File: src/rtl/simple_pkg.sv
// Shared definitions for the SIMPLE multi-cycle datapath control.
//   seq_state_t       : run/halt sequencer state encoding
//   SIMPLE_NUM_PHASES : phases per instruction (IR, AR/BR, DR/SZCV, MDR/RF, PC)
//   SIMPLE_MEM_PHASE  : 0-based phase index that may stall on memory
package simple_pkg;

    typedef enum logic [1:0] {
        IDLE  = 2'd0,
        RUN   = 2'd1,
        STALL = 2'd2,
        HALT  = 2'd3
    } seq_state_t;

    localparam int unsigned SIMPLE_NUM_PHASES = 5;
    localparam int unsigned SIMPLE_MEM_PHASE  = 3;

endpackage

File: src/rtl/simple_run_sequencer_if.sv
// Control bundle between the SIMPLE datapath/front panel and the run sequencer.
//   master : drives exec, step_mode, halt_req, mem_wait_req, mem_ready;
//            observes phase, running, stalled, halted, retire, inst_count
//   slave  : the sequencer, direction-reversed
interface simple_run_sequencer_if #(
    parameter int unsigned NUM_PHASES = 5,
    parameter int unsigned CNT_W      = 16
);
    logic                  exec;
    logic                  step_mode;
    logic                  halt_req;
    logic                  mem_wait_req;
    logic                  mem_ready;
    logic [NUM_PHASES-1:0] phase;
    logic                  running;
    logic                  stalled;
    logic                  halted;
    logic                  retire;
    logic [CNT_W-1:0]      inst_count;

    modport master (
        output exec, step_mode, halt_req, mem_wait_req, mem_ready,
        input  phase, running, stalled, halted, retire, inst_count
    );

    modport slave (
        input  exec, step_mode, halt_req, mem_wait_req, mem_ready,
        output phase, running, stalled, halted, retire, inst_count
    );
endinterface

File: src/rtl/simple_sync_edge.sv
// Synchronizes an asynchronous level and emits a registered one-cycle pulse on its
// rising edge. Press-to-pulse latency is SYNC_STAGES+1 cycles; a held level pulses once.
//   clk     : system clock
//   rst     : asynchronous active-high reset
//   i_async : raw asynchronous input level
//   o_pulse : one-cycle pulse on synchronized rising edge
module simple_sync_edge #(
    parameter int unsigned SYNC_STAGES = 2
) (
    input  logic clk,
    input  logic rst,
    input  logic i_async,
    output logic o_pulse
);
    logic [SYNC_STAGES-1:0] r_sync;
    logic                   r_prev;
    logic                   r_pulse;
    logic                   w_level;

    assign w_level = r_sync[SYNC_STAGES-1];

    always_ff @(posedge clk or posedge rst) begin
        if (rst) begin
            r_sync  <= '0;
            r_prev  <= 1'b0;
            r_pulse <= 1'b0;
        end else begin
            r_sync  <= {r_sync[SYNC_STAGES-2:0], i_async};
            r_prev  <= w_level;
            r_pulse <= w_level & ~r_prev;
        end
    end

    assign o_pulse = r_pulse;
endmodule

File: src/rtl/simple_run_sequencer.sv
// Run/halt controller and one-hot phase generator for the SIMPLE datapath.
//   clk, rst : system clock, asynchronous active-high reset
//   bus      : slave side of simple_run_sequencer_if
//              inputs  exec (async button), step_mode, halt_req, mem_wait_req, mem_ready
//              outputs phase (one-hot/zero), running, stalled, halted, retire, inst_count
// All outputs come straight from flops.
module simple_run_sequencer
    import simple_pkg::*;
#(
    parameter int unsigned NUM_PHASES  = SIMPLE_NUM_PHASES,
    parameter int unsigned MEM_PHASE   = SIMPLE_MEM_PHASE,
    parameter int unsigned SYNC_STAGES = 2,
    parameter int unsigned CNT_W       = 16
) (
    input logic                    clk,
    input logic                    rst,
    simple_run_sequencer_if.slave  bus
);
    localparam logic [NUM_PHASES-1:0] PHASE_FIRST = NUM_PHASES'(1);

    seq_state_t            r_state,   w_state_d;
    logic [NUM_PHASES-1:0] r_phase,   w_phase_d;
    logic                  r_stop,    w_stop_d;
    logic                  r_retire,  w_retire_d;
    logic [CNT_W-1:0]      r_cnt,     w_cnt_d;
    logic                  r_running, r_stalled, r_halted;
    logic                  w_exec_pulse;
    logic                  w_last, w_mem_stall;

    simple_sync_edge #(
        .SYNC_STAGES (SYNC_STAGES)
    ) u_sync_edge (
        .clk     (clk),
        .rst     (rst),
        .i_async (bus.exec),
        .o_pulse (w_exec_pulse)
    );

    assign w_last      = r_phase[NUM_PHASES-1];
    assign w_mem_stall = r_phase[MEM_PHASE] & bus.mem_wait_req & ~bus.mem_ready;

    // State register; status flags are decoded from the next state so they stay registered.
    always_ff @(posedge clk or posedge rst) begin
        if (rst) begin
            r_state   <= IDLE;
            r_phase   <= '0;
            r_stop    <= 1'b0;
            r_retire  <= 1'b0;
            r_cnt     <= '0;
            r_running <= 1'b0;
            r_stalled <= 1'b0;
            r_halted  <= 1'b0;
        end else begin
            r_state   <= w_state_d;
            r_phase   <= w_phase_d;
            r_stop    <= w_stop_d;
            r_retire  <= w_retire_d;
            r_cnt     <= w_cnt_d;
            r_running <= (w_state_d == RUN) || (w_state_d == STALL);
            r_stalled <= (w_state_d == STALL);
            r_halted  <= (w_state_d == HALT);
        end
    end

    // Next-state logic
    always_comb begin
        w_state_d  = r_state;
        w_phase_d  = r_phase;
        w_stop_d   = r_stop;
        w_retire_d = 1'b0;
        w_cnt_d    = r_cnt;
        unique case (r_state)
            IDLE: begin
                if (w_exec_pulse) begin
                    w_state_d = RUN;
                    w_phase_d = PHASE_FIRST;
                end
            end
            RUN: begin
                if (w_exec_pulse) w_stop_d = 1'b1;
                if (w_mem_stall) begin
                    w_state_d = STALL;
                end else if (w_last) begin
                    w_retire_d = 1'b1;
                    w_cnt_d    = r_cnt + CNT_W'(1);
                    if (bus.halt_req) begin
                        w_state_d = HALT;
                        w_phase_d = '0;
                        w_stop_d  = 1'b0;
                    end else if (r_stop || w_exec_pulse || bus.step_mode) begin
                        w_state_d = IDLE;
                        w_phase_d = '0;
                        w_stop_d  = 1'b0;
                    end else begin
                        w_phase_d = PHASE_FIRST;
                    end
                end else begin
                    w_phase_d = {r_phase[NUM_PHASES-2:0], 1'b0};
                end
            end
            STALL: begin
                if (w_exec_pulse) w_stop_d = 1'b1;
                if (bus.mem_ready) begin
                    w_state_d = RUN;
                    w_phase_d = {r_phase[NUM_PHASES-2:0], 1'b0};
                end
            end
            HALT: begin
                if (w_exec_pulse) begin
                    w_state_d = RUN;
                    w_phase_d = PHASE_FIRST;
                end
            end
            default: begin
                w_state_d = IDLE;
                w_phase_d = '0;
                w_stop_d  = 1'b0;
            end
        endcase
    end

    // Outputs
    always_comb begin
        bus.phase      = r_phase;
        bus.running    = r_running;
        bus.stalled    = r_stalled;
        bus.halted     = r_halted;
        bus.retire     = r_retire;
        bus.inst_count = r_cnt;
    end
endmodule

File: src/flat_wrapper.sv
// flat-port wrapper written by rule: the top's interface ports become plain ports
module simple_run_sequencer_flat import simple_pkg::*;
#(
    parameter int unsigned NUM_PHASES  = SIMPLE_NUM_PHASES,
    parameter int unsigned MEM_PHASE   = SIMPLE_MEM_PHASE,
    parameter int unsigned SYNC_STAGES = 2,
    parameter int unsigned CNT_W       = 16
)
  (clk, rst, bus_exec, bus_step_mode, bus_halt_req, bus_mem_wait_req, bus_mem_ready, bus_phase, bus_running, bus_stalled, bus_halted, bus_retire, bus_inst_count);
  simple_run_sequencer_if #(.NUM_PHASES(NUM_PHASES), .CNT_W(CNT_W)) bus_i ();
  input logic clk;
  input logic rst;
  input wire logic [$bits(bus_i.exec)-1:0] bus_exec;
  input wire logic [$bits(bus_i.step_mode)-1:0] bus_step_mode;
  input wire logic [$bits(bus_i.halt_req)-1:0] bus_halt_req;
  input wire logic [$bits(bus_i.mem_wait_req)-1:0] bus_mem_wait_req;
  input wire logic [$bits(bus_i.mem_ready)-1:0] bus_mem_ready;
  output wire logic [$bits(bus_i.phase)-1:0] bus_phase;
  output wire logic [$bits(bus_i.running)-1:0] bus_running;
  output wire logic [$bits(bus_i.stalled)-1:0] bus_stalled;
  output wire logic [$bits(bus_i.halted)-1:0] bus_halted;
  output wire logic [$bits(bus_i.retire)-1:0] bus_retire;
  output wire logic [$bits(bus_i.inst_count)-1:0] bus_inst_count;
  assign bus_i.exec = bus_exec;
  assign bus_i.step_mode = bus_step_mode;
  assign bus_i.halt_req = bus_halt_req;
  assign bus_i.mem_wait_req = bus_mem_wait_req;
  assign bus_i.mem_ready = bus_mem_ready;
  assign bus_phase = bus_i.phase;
  assign bus_running = bus_i.running;
  assign bus_stalled = bus_i.stalled;
  assign bus_halted = bus_i.halted;
  assign bus_retire = bus_i.retire;
  assign bus_inst_count = bus_i.inst_count;
  simple_run_sequencer #(.NUM_PHASES(NUM_PHASES), .MEM_PHASE(MEM_PHASE), .SYNC_STAGES(SYNC_STAGES), .CNT_W(CNT_W)) u_core (.clk(clk), .rst(rst), .bus(bus_i));
endmodule
File: config.mk
export PLATFORM = sky130hd
export DESIGN_NAME = simple_run_sequencer_flat
export DESIGN_NICKNAME = d
export VERILOG_FILES = /design/src/rtl/simple_pkg.sv /design/src/rtl/simple_run_sequencer_if.sv /design/src/rtl/simple_sync_edge.sv /design/src/rtl/simple_run_sequencer.sv /design/src/flat_wrapper.sv
export SDC_FILE = /design/constraint.sdc
export NUM_CORES = 1
export LEC_CHECK = 0
export BUFFER_PORTS_ARGS = -buffer_cell sky130_fd_sc_hd__buf_2
export CAP_MARGIN = 15
export CELL_PAD_IN_SITES_DETAIL_PLACEMENT = 0
export CELL_PAD_IN_SITES_GLOBAL_PLACEMENT = 1
export CORE_MARGIN = 5
export CORE_UTILIZATION = 35
export CTS_BUF_LIST = sky130_fd_sc_hd__clkbuf_4
export CTS_CLUSTER_SIZE = 25
export DETAILED_ROUTE_END_ITERATION = 10
export HOLD_SLACK_MARGIN = 0.03
export PLACE_DENSITY_LB_ADDON = 0.3
export SETUP_SLACK_MARGIN = 0.15
export SLEW_MARGIN = 15
export SYNTH_ARGS = -nofsm -noshare
export SYNTH_HDL_FRONTEND = slang
export SYNTH_SLANG_ARGS = --single-unit
File: constraint.sdc
create_clock -name clk -period 3.9 [get_ports clk]
set_clock_uncertainty 0.05 [all_clocks]
set_input_delay 0.195 -clock clk [delete_from_list [all_inputs] [get_ports clk]]
set_output_delay 0.195 -clock clk [all_outputs]
set_load 0.02 [all_outputs]
==> impl_metrics.toml <==
[sta]
finalCritPeriodShare_pct = 47.7
rsz0062_at_grt = "no"
worstMarginPinSlew_ns = 0.406
min_period_ns = 1.86
final_hold_viol_count = 0
fmax_mhz = 537
tns_ns = 0
holdWs_ns = 0.132
relSlewSlack_pct = 73.0
finalSetupViolCount = 0
drv_slew = 0
layout_setup_ws_ns = 2.04

[logic_synthesis]
synth.distinct_cells = 31
synth_nets = 143
synth_flop_cell = "dfrtp_1"
synth-adder-area-share_pct = 4.25
yosysTopAreaCell = "dfrtp_1"
synth_top_family_by_area = "simple AND/OR/NAND/NOR gates"
yosysMostFrequentCell = "dfrtp_1"
synthMuxAreaShare_pct = 1.44
yosysTopAreaCellShare_pct = 54.4
syn_inst = 131
synth-seq-area-share_pct = 54.4
synth_area_um2 = 1470
synth-seq-cells = 32
synthSimpleGateAreaFrac_pct = 20.1
synth_compound_area_share_pct = 8.16
synth_xor_area_share_pct = 8.92
yosys-top-cells-area = "dfrtp_1 (54%), xnor2_1 (6.5%), ha_1 (4.2%)"
postSynth.asyncResetShare_pct = 100
synth_commonest_cells = "dfrtp_1 (32), nand2_1 (11), xnor2_1 (11)"
ys_warn_count = 0
avgSynthCellArea_um2 = 11.2
synth_edf_count = 0

[grt]
antenna_found_initial = 0
grt-ovfl-total = 0
grt_max_degree = 33
grt_pass1_vias = 1151
globalRouteTotalUtil_pct = 12.4
grt_first_pass_wirelength_um = 5310

[critical_path]
crit_required_ns = 4.07
crit_path_max_fanout = 5
crit_type = "reg2reg"
critPathArrivalTime_ns = 2.03
crit_chain = "inv_1 -> ha_1 -> nand2b_1 -> a31oi_1 -> a21oi_1 -> nor2_1 -> ha_1 -> inv_1"
reg2reg_slack_ns = 2.04
max_stage_delay_ns = 0.42
setup.worst_path.end_class = "flop"
worst_setup_path_start_kind = "flop"
cpMaxStageDelayCell = "dfrtp_1"

[outcome]
outcome = "completed"

[final_layout]
layout-drive-gt1-share_pct = 26.9
fillers = 406
antenna_cells_inserted = 0
seq_area_um2 = 801
nets = 183
area.growth.synth_to_final_pct = 19.5
multi_input_area_um2 = 631

[power_and_ir_drop]
seqPwrFrac_pct = 45.2
combPwrFrac_pct = 37.9
swShare_pct = 40.9
p_int_w = 0.000616
leakagePower_nw = 0.891
ir_drop_mv = 0.288
p_clk_share_pct = 16.9
switchingPower_w = 0.000426
cellPowerDensity_nw_per_um2 = 592
total_power_w = 0.00104

[clocking]
clk_path_buf_depth = 2
numCtsBuffers = 5
cts_sinks = 32
h-tree-depth = 2
post_cts_resized = 0
clock_latency_ns = 0.32
cts_tree = "built"
postCtsSetupBuffers = 0
path_clk_slew_ns = 0.09
cts_root_buf = "clkbuf_4"
cts_hold_buf = 2

[routing]
first_pass_iters = 4
wl_um = 2910
routed_via_density = 5.01
drcViolationCount = 0
num_vias = 1108
drtIter0Drc = 49
ant_nets = 0
avgRoutedWirePerCell_um = 13.2

[floorplan]
die_w_um = 74.9
core_um2 = 4030
start_util_pct = 36.6
die_area_um2 = 5600
rows = 23
dieHeight_um = 74.9
ios = 32

[placed_design]
place_ws_ns = 2.06
portBuffers = 31
hpwl_um = 2190
gp_congestion = 0.859

[run]
maxCapViolCount = 0

[worst_hold_path]
hold_class = "in2reg"
-- through the flow --
stage / cells / cell area, µm² / util, %
after CTS: 221 / 1760 / 43.7
after detailed placement: 212 / 1690 / 42.0
after global routing: 221 / 1760 / 43.7
final: 221 / 1760 / 43.7
after global placement: 212 / 1690 / 42.0
after floorplan: 131 / 1470 / -
-- cell type report --
| type | instances | area share [%] |
|---|---|---|
| Clock buffer | 6 | 2.56 |
| Clock inverter | 1 | 0.284 |
| Inverter | 9 | 1.92 |
| Multi-Input combinational cell | 89 | 35.8 |
| Sequential cell | 32 | 45.5 |
| Tap cell | 50 | 3.55 |
| Timing Repair Buffer | 34 | 10.4 |
-- sequential cells by signal, indices dropped and copies added (netlist names) --
register,count
u_core.bus.inst_count,16
u_core.bus.retire,1
u_core.r_state,2
u_core.bus.phase,5
u_core.r_stop,1
u_core.u_sync_edge.r_sync,2
u_core.bus.halted,1
u_core.bus.stalled,1
u_core.u_sync_edge.o_pulse,1
u_core.u_sync_edge.r_prev,1
u_core.bus.running,1
-- critical path: cells and delay by family, from the launching register on --
family	cells	cell delay, ns
and+or+nand+nor	2	0.22
AOI/OAI and AO/OA	2	0.32
adders and majority gates	2	0.63
DFF	1	0.42
buffers and inverters	2	0.11
-- power by group through the flow --
stage | registers (W) | logic [W] | clock network, W
CTS | 0.000474 | 0.000404 | 0.000190
finish | 0.000471 | 0.000395 | 0.000177
floorplan | 0.000525 | 0.000230 | 0
global placement | 0.000476 | 0.000391 | 0
detailed placement | 0.000480 | 0.000401 | 0
global route | 0.000484 | 0.000454 | 0.000206
-- logic make-up after synthesis --
kind of cell / Yosys count
buffers and inverters: 10
multiplexers: 2
flip-flops: 32
AO/OA/AOI/OAI: 20
adder cells (fa/ha/maj): 5
XOR/XNOR: 15
AND/OR/NAND/NOR: 47
-- path summary, 6_finish.rpt --
check | cells past startpoint | to | from
setup / recovery | 8 | u_core.bus.running | u_core.r_state[0]
hold / removal | 3 | u_core.r_state[1] | bus_halt_req
setup reg to reg | 8 | u_core.bus.running | u_core.r_state[0]
hold reg to reg | 0 | u_core.u_sync_edge.r_sync[1] | u_core.u_sync_edge.r_sync[0]
max in group asynchronous | 4 | u_core.bus.phase[2] | rst
min in group asynchronous | 4 | u_core.bus.inst_count[14] | rst
-- per-layer routing --
layer	wire [µm]	track usage [%]
met3	160	4.54
met5	0	0
met2	1390	19.7
met1	1310	15.1
met4	58	4.94
-- cell usage in the layout, fill, tap and decap left out --
| master | count |
|---|---|
| nor2_2 | 1 |
| ha_1 | 5 |
| clkbuf_4 | 6 |
| o211ai_2 | 1 |
| nor4_4 | 1 |
| xor2_1 | 4 |
| nor3b_4 | 1 |
| nor2b_1 | 1 |
| mux2_2 | 1 |
| nand2_1 | 11 |
| nor2_1 | 4 |
| mux2i_1 | 1 |
| and3b_4 | 1 |
| nand2b_1 | 2 |
| buf_2 | 31 |
| a41oi_1 | 1 |
| xnor2_1 | 11 |
| buf_4 | 1 |
| or3_1 | 1 |
| dfrtp_1 | 32 |
| nor3_1 | 3 |
| nand3_1 | 8 |
| nand4_1 | 4 |
| a21oi_1 | 6 |
| and3_1 | 6 |
| inv_1 | 9 |
| nand3b_1 | 1 |
| o31a_1 | 1 |
| clkinv_2 | 1 |
| and4_1 | 1 |
| o21ai_0 | 8 |
| o31ai_1 | 1 |
| a31oi_1 | 2 |
| dlygate4sd3_1 | 2 |
| nand4_4 | 1 |
Power figures use the tool's default switching activity.
